### src/rtl/vga_timing_core_if.sv
// Display timing bundle: enable in, pixel strobe, coordinates, syncs and frame markers out.
interface vga_timing_core_if #(
  parameter int unsigned COORD_W = 10
);
  logic               enable;
  logic               pix_ce;
  logic [COORD_W-1:0] pixel_column;
  logic [COORD_W-1:0] pixel_row;
  logic               horiz_sync;
  logic               vert_sync;
  logic               video_on;
  logic               line_start;
  logic               frame_start;
  logic               vblank;
  logic [15:0]        frame_count;

  // Timing generator side
  modport master (
    input  enable,
    output pix_ce, pixel_column, pixel_row, horiz_sync, vert_sync,
           video_on, line_start, frame_start, vblank, frame_count
  );

  // Consumer side (icon/colorizer, bot-update logic)
  modport slave (
    output enable,
    input  pix_ce, pixel_column, pixel_row, horiz_sync, vert_sync,
           video_on, line_start, frame_start, vblank, frame_count
  );
endinterface

### src/rtl/vga_timing_core.sv
// Parametrised display timing generator on sys_clk with an internal pixel
// clock-enable divider, delayed syncs/video_on and frame/line markers.
module vga_timing_core #(
  parameter int unsigned H_ACTIVE = 640,
  parameter int unsigned H_FP     = 16,
  parameter int unsigned H_SYNC   = 96,
  parameter int unsigned H_BP     = 48,
  parameter int unsigned V_ACTIVE = 480,
  parameter int unsigned V_FP     = 10,
  parameter int unsigned V_SYNC   = 2,
  parameter int unsigned V_BP     = 33,
  parameter bit          HS_POL   = 1'b0,
  parameter bit          VS_POL   = 1'b0,
  parameter int unsigned CLK_DIV  = 4,
  parameter int unsigned PIPE_DLY = 2,
  parameter int unsigned COORD_W  = 10
) (
  input  logic              sys_clk,
  input  logic              sys_rst,
  vga_timing_core_if.master vga
);

  localparam int unsigned H_TOTAL = H_ACTIVE + H_FP + H_SYNC + H_BP;
  localparam int unsigned V_TOTAL = V_ACTIVE + V_FP + V_SYNC + V_BP;
  localparam int unsigned DIV_W   = (CLK_DIV > 1) ? $clog2(CLK_DIV) : 1;

  localparam logic [DIV_W-1:0]   DIV_LAST = DIV_W'(CLK_DIV - 1);
  localparam logic [COORD_W-1:0] H_LAST   = COORD_W'(H_TOTAL - 1);
  localparam logic [COORD_W-1:0] V_LAST   = COORD_W'(V_TOTAL - 1);
  localparam logic [COORD_W-1:0] H_VIS    = COORD_W'(H_ACTIVE);
  localparam logic [COORD_W-1:0] V_VIS    = COORD_W'(V_ACTIVE);
  localparam logic [COORD_W-1:0] HS_BEG   = COORD_W'(H_ACTIVE + H_FP);
  localparam logic [COORD_W-1:0] HS_END   = COORD_W'(H_ACTIVE + H_FP + H_SYNC);
  localparam logic [COORD_W-1:0] VS_BEG   = COORD_W'(V_ACTIVE + V_FP);
  localparam logic [COORD_W-1:0] VS_END   = COORD_W'(V_ACTIVE + V_FP + V_SYNC);

  typedef struct packed {
    logic hs;
    logic vs;
    logic vid;
  } dly_t;

  logic [DIV_W-1:0]   div_cnt_q, div_cnt_d;
  logic               pix_ce_q, pix_ce_d;
  logic [COORD_W-1:0] h_cnt_q, h_cnt_d;
  logic [COORD_W-1:0] v_cnt_q, v_cnt_d;
  logic [15:0]        frame_count_q, frame_count_d;
  dly_t               dly_q [PIPE_DLY];
  dly_t               dly_d [PIPE_DLY];

  logic hs_raw, vs_raw, vid_raw;
  logic line_wrap, frame_wrap;

  // Raw timing terms decoded from the undelayed counters
  always_comb begin
    hs_raw     = (h_cnt_q >= HS_BEG) && (h_cnt_q < HS_END);
    vs_raw     = (v_cnt_q >= VS_BEG) && (v_cnt_q < VS_END);
    vid_raw    = (h_cnt_q < H_VIS) && (v_cnt_q < V_VIS);
    line_wrap  = pix_ce_q && (h_cnt_q == H_LAST);
    frame_wrap = line_wrap && (v_cnt_q == V_LAST);
  end

  // Next-state: divider, counters, frame counter and sync/video delay line
  always_comb begin
    div_cnt_d     = '0;
    pix_ce_d      = 1'b0;
    h_cnt_d       = h_cnt_q;
    v_cnt_d       = v_cnt_q;
    frame_count_d = frame_count_q;
    dly_d         = dly_q;
    if (!vga.enable) begin
      // Soft reset; frame_count deliberately keeps its value
      h_cnt_d = '0;
      v_cnt_d = '0;
      for (int unsigned i = 0; i < PIPE_DLY; i++) dly_d[i] = '0;
    end else begin
      pix_ce_d  = (div_cnt_q == DIV_LAST);
      div_cnt_d = pix_ce_d ? '0 : div_cnt_q + 1'b1;
      if (pix_ce_q) begin
        h_cnt_d = line_wrap ? '0 : h_cnt_q + 1'b1;
        if (line_wrap) v_cnt_d = frame_wrap ? '0 : v_cnt_q + 1'b1;
        if (frame_wrap) frame_count_d = frame_count_q + 1'b1;
        for (int unsigned i = PIPE_DLY - 1; i > 0; i--) dly_d[i] = dly_q[i-1];
        dly_d[0] = '{hs: hs_raw, vs: vs_raw, vid: vid_raw};
      end
    end
  end

  // State registers with asynchronous reset to the idle/inactive values
  always_ff @(posedge sys_clk or posedge sys_rst) begin
    if (sys_rst) begin
      div_cnt_q     <= '0;
      pix_ce_q      <= 1'b0;
      h_cnt_q       <= '0;
      v_cnt_q       <= '0;
      frame_count_q <= '0;
      for (int unsigned i = 0; i < PIPE_DLY; i++) dly_q[i] <= '0;
    end else begin
      div_cnt_q     <= div_cnt_d;
      pix_ce_q      <= pix_ce_d;
      h_cnt_q       <= h_cnt_d;
      v_cnt_q       <= v_cnt_d;
      frame_count_q <= frame_count_d;
      for (int unsigned i = 0; i < PIPE_DLY; i++) dly_q[i] <= dly_d[i];
    end
  end

  assign vga.pix_ce       = pix_ce_q;
  assign vga.pixel_column = h_cnt_q;
  assign vga.pixel_row    = v_cnt_q;
  assign vga.horiz_sync   = dly_q[PIPE_DLY-1].hs ? HS_POL : ~HS_POL;
  assign vga.vert_sync    = dly_q[PIPE_DLY-1].vs ? VS_POL : ~VS_POL;
  assign vga.video_on     = dly_q[PIPE_DLY-1].vid;
  assign vga.line_start   = line_wrap;
  assign vga.frame_start  = frame_wrap;
  assign vga.vblank       = (v_cnt_q >= V_VIS);
  assign vga.frame_count  = frame_count_q;

endmodule

### src/flat_wrapper.sv
// flat-port wrapper written by rule: the top's interface ports become plain ports
module vga_timing_core_flat 
#(
  parameter int unsigned H_ACTIVE = 640,
  parameter int unsigned H_FP     = 16,
  parameter int unsigned H_SYNC   = 96,
  parameter int unsigned H_BP     = 48,
  parameter int unsigned V_ACTIVE = 480,
  parameter int unsigned V_FP     = 10,
  parameter int unsigned V_SYNC   = 2,
  parameter int unsigned V_BP     = 33,
  parameter bit          HS_POL   = 1'b0,
  parameter bit          VS_POL   = 1'b0,
  parameter int unsigned CLK_DIV  = 4,
  parameter int unsigned PIPE_DLY = 2,
  parameter int unsigned COORD_W  = 10
)
  (sys_clk, sys_rst, vga_enable, vga_pix_ce, vga_pixel_column, vga_pixel_row, vga_horiz_sync, vga_vert_sync, vga_video_on, vga_line_start, vga_frame_start, vga_vblank, vga_frame_count);
  vga_timing_core_if #(.COORD_W(COORD_W)) vga_i ();
  input  logic sys_clk;
  input  logic sys_rst;
  input wire logic [$bits(vga_i.enable)-1:0] vga_enable;
  output wire logic [$bits(vga_i.pix_ce)-1:0] vga_pix_ce;
  output wire logic [$bits(vga_i.pixel_column)-1:0] vga_pixel_column;
  output wire logic [$bits(vga_i.pixel_row)-1:0] vga_pixel_row;
  output wire logic [$bits(vga_i.horiz_sync)-1:0] vga_horiz_sync;
  output wire logic [$bits(vga_i.vert_sync)-1:0] vga_vert_sync;
  output wire logic [$bits(vga_i.video_on)-1:0] vga_video_on;
  output wire logic [$bits(vga_i.line_start)-1:0] vga_line_start;
  output wire logic [$bits(vga_i.frame_start)-1:0] vga_frame_start;
  output wire logic [$bits(vga_i.vblank)-1:0] vga_vblank;
  output wire logic [$bits(vga_i.frame_count)-1:0] vga_frame_count;
  assign vga_i.enable = vga_enable;
  assign vga_pix_ce = vga_i.pix_ce;
  assign vga_pixel_column = vga_i.pixel_column;
  assign vga_pixel_row = vga_i.pixel_row;
  assign vga_horiz_sync = vga_i.horiz_sync;
  assign vga_vert_sync = vga_i.vert_sync;
  assign vga_video_on = vga_i.video_on;
  assign vga_line_start = vga_i.line_start;
  assign vga_frame_start = vga_i.frame_start;
  assign vga_vblank = vga_i.vblank;
  assign vga_frame_count = vga_i.frame_count;
  vga_timing_core #(.H_ACTIVE(H_ACTIVE), .H_FP(H_FP), .H_SYNC(H_SYNC), .H_BP(H_BP), .V_ACTIVE(V_ACTIVE), .V_FP(V_FP), .V_SYNC(V_SYNC), .V_BP(V_BP), .HS_POL(HS_POL), .VS_POL(VS_POL), .CLK_DIV(CLK_DIV), .PIPE_DLY(PIPE_DLY), .COORD_W(COORD_W)) u_core (.sys_clk(sys_clk), .sys_rst(sys_rst), .vga(vga_i));
endmodule
### config.mk
export PLATFORM = sky130hd
export DESIGN_NAME = vga_timing_core_flat
export DESIGN_NICKNAME = d
export VERILOG_FILES = /design/src/rtl/vga_timing_core_if.sv /design/src/rtl/vga_timing_core.sv /design/src/flat_wrapper.sv
export SDC_FILE = /design/constraint.sdc
export NUM_CORES = 1
export LEC_CHECK = 0
export BUFFER_PORTS_ARGS = -buffer_cell sky130_fd_sc_hd__buf_2
export CORE_ASPECT_RATIO = 0.8
export CORE_MARGIN = 1.5
export CORE_UTILIZATION = 45
export CTS_BUF_LIST = sky130_fd_sc_hd__clkbuf_8
export CTS_CLUSTER_DIAMETER = 40
export DETAILED_ROUTE_END_ITERATION = 7
export PLACE_DENSITY = 0.67
export SYNTH_ARGS = -nofsm -noshare
export SYNTH_HDL_FRONTEND = slang
export SYNTH_SLANG_ARGS = --single-unit
### constraint.sdc
create_clock -name sys_clk -period 3.1 [get_ports sys_clk]
set_input_delay 0 -clock sys_clk [delete_from_list [all_inputs] [get_ports sys_clk]]
set_output_delay 0 -clock sys_clk [all_outputs]
set_load 0.01 [all_outputs]
# Word level (Yosys, flattened, before mapping)

Cells that the tools add are included.

Register bits after elaboration: 45
Input bits: 3

Order comparisons: 7
Eq/ne operators: 5
Muxes and demuxes: 14
Reduce and logical (&&, ||, !) cells: 7
Add/subtract/negate cells: 4

Operators with widths:

| operator              | number |
|---|---|
| $mux 10               | 7 |
| $add 10x1->10 const B | 2 |
| $eq 10x10->1 const B  | 2 |
| $ge 10x9->1 const B   | 2 |
| $lt 10x10->1 const B  | 2 |
| $lt 10x9->1 const B   | 2 |
| $add 16x1->16 const B | 1 |
| $mux 6                | 2 |
| $ge 10x10->1 const B  | 1 |
| $logic_and 1x1->1     | 5 |
| $mux 2                | 2 |
| $ne 2x1->1 const B    | 2 |
| $mux 1                | 3 |
| $reduce_and 3->1      | 1 |
| $add 2x1->2 const B   | 1 |
| $eq 2x2->1 const B    | 1 |
| $reduce_and 2->1      | 1 |

# Logic depth before layout (Yosys ltp)

Word-level depth: 7
Mapped depth: 8
Gate-level depth less buffers: 7

# Worst setup path before layout

No wires, ideal clock.

Path type: register -> register
Start point: reg u_core.v_cnt_q[1] (netlist: u_core.vga.pixel_row[1])
End point: reg u_core.frame_count_q[1] (netlist: u_core.vga.frame_count[1])
Required time: 2.975 ns
Period minus slack after synthesis: 2.044 ns
Buffers on the path: 1
Arrival: 1.920 ns
Path slack: 1.056 ns
Library setup time: 0.125 ns
Cell stages (with the launch flop): 8
Cell sequence: dfrtp_1 inv_1 ha_1 or4b_4 nor4_4 and3_1 buf_4 mux2_2

Longest elaborated chain between the ends: 3

Ends and longest elaborated chain:

| item                       | line                   | text |
|---|---|---|
| start, declared            | vga_timing_core.sv:46  | `logic [COORD_W-1:0] v_cnt_q, v_cnt_d;` |
| start signal, assigned     | vga_timing_core.sv:102 | `v_cnt_q <= v_cnt_d;` |
| $eq 10x10->1               | vga_timing_core.sv:60  | `frame_wrap = line_wrap && (v_cnt_q == V_LAST);` |
| $logic_and 1x1->1          | vga_timing_core.sv:60  |  |
| $reduce_and 3->1 (no line) | --                     |  |
| end signal, assigned       | vga_timing_core.sv:103 | `frame_count_q <= frame_count_d;` |
| end, declared              | vga_timing_core.sv:47  | `logic [15:0] frame_count_q, frame_count_d;` |

Every way passes these cells.
A chain may end at the register's enable or synchronous reset.

# Worst setup path in the final report

Start point: reg u_core.h_cnt_q[1] (netlist: u_core.vga.pixel_column[1])
End point: reg u_core.frame_count_q[15] (netlist: u_core.vga.frame_count[15])

Longest elaborated chain between the ends: 4

Ends and longest elaborated chain:

| item                       | line                   | text |
|---|---|---|
| start, declared            | vga_timing_core.sv:45  | `logic [COORD_W-1:0] h_cnt_q, h_cnt_d;` |
| start signal, assigned     | vga_timing_core.sv:101 | `h_cnt_q <= h_cnt_d;` |
| $eq 10x10->1               | vga_timing_core.sv:59  | `line_wrap = pix_ce_q && (h_cnt_q == H_LAST);` |
| $logic_and 1x1->1          | vga_timing_core.sv:59  |  |
| $logic_and 1x1->1          | vga_timing_core.sv:60  |  |
| $reduce_and 3->1 (no line) | --                     |  |

Every way passes these cells.

==> results.tsv <==
stage	metric	value	unit
run_status	status	complete, no violations	
yosys	Synthesized Nets	225	
routing	DR pass1 iterations	4	
power_and_ir_drop	maximum vdd drop	0.332	mV
setup_path	critical path capture point type	flop	
sta	setup TNS	0	ns
setup_path	worst r2r path cells	6	
global_route	GRT Overall Usage	17.8	%
die	Die Y	66.9	um
sta	final hold vios	0	
sta	fmax	0.449	GHz
setup_path	Critical Path Start Type	flop	
setup_path	crit path DAT	2.42	ns
cts	CTS sink count	45	
yosys	Post-Syn Area	2290	sq um
die	FP Rows	23	
power_and_ir_drop	power share of the combinational group	3.2	%
yosys	predominant post-synthesis flop cell	dfrtp_1	
global_route	vias in the first global route	1559	
power_and_ir_drop	Clk pwr share	45.3	%
cts	H-tree level count	2	
routing	routed len/inst	14.0	um
placement	gpl congestion	0.900	
routing	Vias/cell	5.05	
power_and_ir_drop	pwr/cell area	423	nW/um^2
routing	Starting DRT DRC Count	74	
flow_run	Max-Cap Viols	0	
sta	Rel. slew slack	39.0	%
yosys	most frequent cell after synthesis	dfrtp_1	
yosys	ys async rst share	100	%
yosys	top area cells in the synthesized netlist	dfrtp_1, xor2_1, xnor2_1, ha_1, nor2_1	
yosys	synth unique cells	41	
hold_path	Worst Hold Depth	2	
power_and_ir_drop	Reg power frac	51.5	%
final_layout	Antenna Diode Count	0	
die	Die Width	82.8	um
cts	Setup Buffers After CTS	0	
final_layout	fin cells	328	
sta	RSZ-0062 raised after global routing	no	
global_route	largest net degree at the start of global routing	46	
die	Initial Utilization	46.3	%
final_layout	post-layout instance area	2720	sq um
power_and_ir_drop	leakage	1.35	nW
power_and_ir_drop	P_int	0.000922	W
placement	post-detail-place hpwl	3320	um
setup_path	Worst EP required	3.29	ns
sta	Slew Limit Fails	0	
yosys	largest area contributor in the synthesized netlist	dfrtp_1	
yosys	Post-synth EDFFs	0	
yosys	Seq cells post-synth	45	
yosys	yosys warns	0	
power_and_ir_drop	total power	0.00115	W
setup_path	worst-path fanout max	6	
final_layout	layout cells sized above 1	25.6	%
sta	crit path time final	2.23	ns
cts	Max Root-Sink Buffers	2	
placement	Port Buffers	45	
power_and_ir_drop	switching power	0.000230	W
sta	hold slack	0.0891	ns
cts	CTS Buf Count	5	
yosys	Post-Syn Area per Cell	10.6	sq um
sta	worst slew pin tran	0.914	ns
power_and_ir_drop	switching share of power	20.0	%
sta	final setup vio count	0	
yosys	sequential area share after synthesis	49.1	%
die	# IOs	46	
routing	DRC	0	
placement	DP Cell Count	319	
cts	Clock Latency Late Sink	0.30	ns
global_route	initial antenna violation count	0	
sta	Max Clock Skew	0.00715	ns
placement	Post-DP Area	2580	sq um
die	die area	5540	sq um
cts	Post-CTS Resized	0	
global_route	Remaining Overflow, GRT	0	
cts	CTS clk-pin slew, worst paths	0.09	ns
routing	DR vias	1657	
yosys	Syn Inst Count	216	
cts	CTS tree	built	
setup_path	Worst Setup Path Type	flop to flop	
yosys	area share of the largest cell type after synthesis	49.1	%
routing	Routed Antenna Nets	0	
hold_path	Hold WC Path Type	input port to flop	
die	Core Area	4950	sq um
final_layout	Syn-to-layout area delta	18.8	%
setup_path	internal reg-to-reg setup slack	0.87	ns
final_layout	nets@finish	274	
cts	CTS Root Cell	clkbuf_8	
sta	Final period util	71.8	%
routing	final WL	4590	um
global_route	first-pass GRT wire length	7810	um
yosys	Synth top cells by count	dfrtp_1, nor2_1, nand2_1, xor2_1, xnor2_1	
==> path summary, 6_finish.rpt <==
path / startpoint / endpoint
setup / recovery: u_core.vga.pixel_column[1]$_DFFE_PP0P_ / u_core.vga.frame_count[15]$_DFFE_PP0P_
hold / removal: vga_enable / u_core.vga.pixel_row[1]$_DFFE_PP0P_
setup reg to reg: u_core.vga.pixel_column[1]$_DFFE_PP0P_ / u_core.vga.frame_count[15]$_DFFE_PP0P_
hold reg to reg: u_core.div_cnt_q[0]$_DFF_PP0_ / u_core.div_cnt_q[0]$_DFF_PP0_
max in group asynchronous: sys_rst / u_core.vga.frame_count[4]$_DFFE_PP0P_
min in group asynchronous: sys_rst / u_core.dly_q[1]$_DFFE_PP0P_
==> power groups by stage <==
stage | Sequential [W] | Clock [W] | Combinational, W
detailed placement | 0.000605 | 0 | 0.0000371
finish | 0.000594 | 0.000522 | 0.0000365
global route | 0.000594 | 0.000557 | 0.0000429
global placement | 0.000605 | 0 | 0.0000374
CTS | 0.000594 | 0.000530 | 0.0000384
floorplan | 0.000606 | 0 | 0.0000239
==> critical path, stage by stage, from the launching register on <==
cell	delay (ns)
dfrtp_1	0.41
ha_1	0.23
nand4bb_1	0.33
nor4_4	0.43
and4_1	0.44
nand4_4	0.14
xnor2_2	0.15
==> layout make-up <==
class | count | area, sq um
Inverter | 11 | 41.3
Clock inverter | 3 | 65.1
Multi-Input combinational cell | 154 | 1090
Clock buffer | 5 | 68.8
Fill cell | 462 | 2230
Sequential cell | 45 | 1130
Tap cell | 62 | 77.6
Timing Repair Buffer | 48 | 250
==> registers in the layout, summed over array words and instances (netlist names) <==
| register | count |
|---|---|
| u_core.vga.pix_ce | 1 |
| u_core.div_cnt_q | 2 |
| u_core.vga.frame_count | 16 |
| u_core.vga.pixel_column | 10 |
| u_core.dly_q | 5 |
| u_core.vga.video_on | 1 |
| u_core.vga.pixel_row | 10 |
==> kinds of logic after synthesis <==
group           after synthesis  share of synthesized area [%]
simple gates                104                           27.6
flops                        45                           49.1
xor+xnor                     31                           12.5
buf+inv                      17                           3.16
compound gates                9                           2.62
fa+ha+maj                     6                           3.27
mux                           4                           1.80
==> repair_timing <==
action | CTS | global route
setup endpoints to repair | 0 | 0
hold buffers | 1 | 0
hold endpoints to repair | 45 | 0
==> metal layers <==
layer	vias to the layer above	track usage, %	share of wire (%)
met5	-	0	0
met1	787	27.3	53
met2	34	25.1	42
li1	831	-	-
met4	0	4.38	0.87
met3	5	4.09	3.9
==> layout by cell type (no fill, tap or decap), types with 8 or more instances in the layout <==
| cell | instances |
|---|---|
| buf_2 | 45 |
| dfrtp_1 | 45 |
| nor2_1 | 20 |
| nand2_1 | 19 |
| xor2_1 | 15 |
| xnor2_1 | 14 |
| nand3_1 | 10 |
| inv_1 | 10 |
| and2_1 | 9 |
| nand4_1 | 8 |
==> stage by stage <==
step,setup WS (ns),util [%]
final,0.874,55.0
after CTS,0.844,55.0
after global routing,0.687,55.0
after floorplan,1.06,-
after detailed placement,0.873,52.1
after global placement,0.946,52.1
Note: power is estimated with default switching activity, not from simulation.
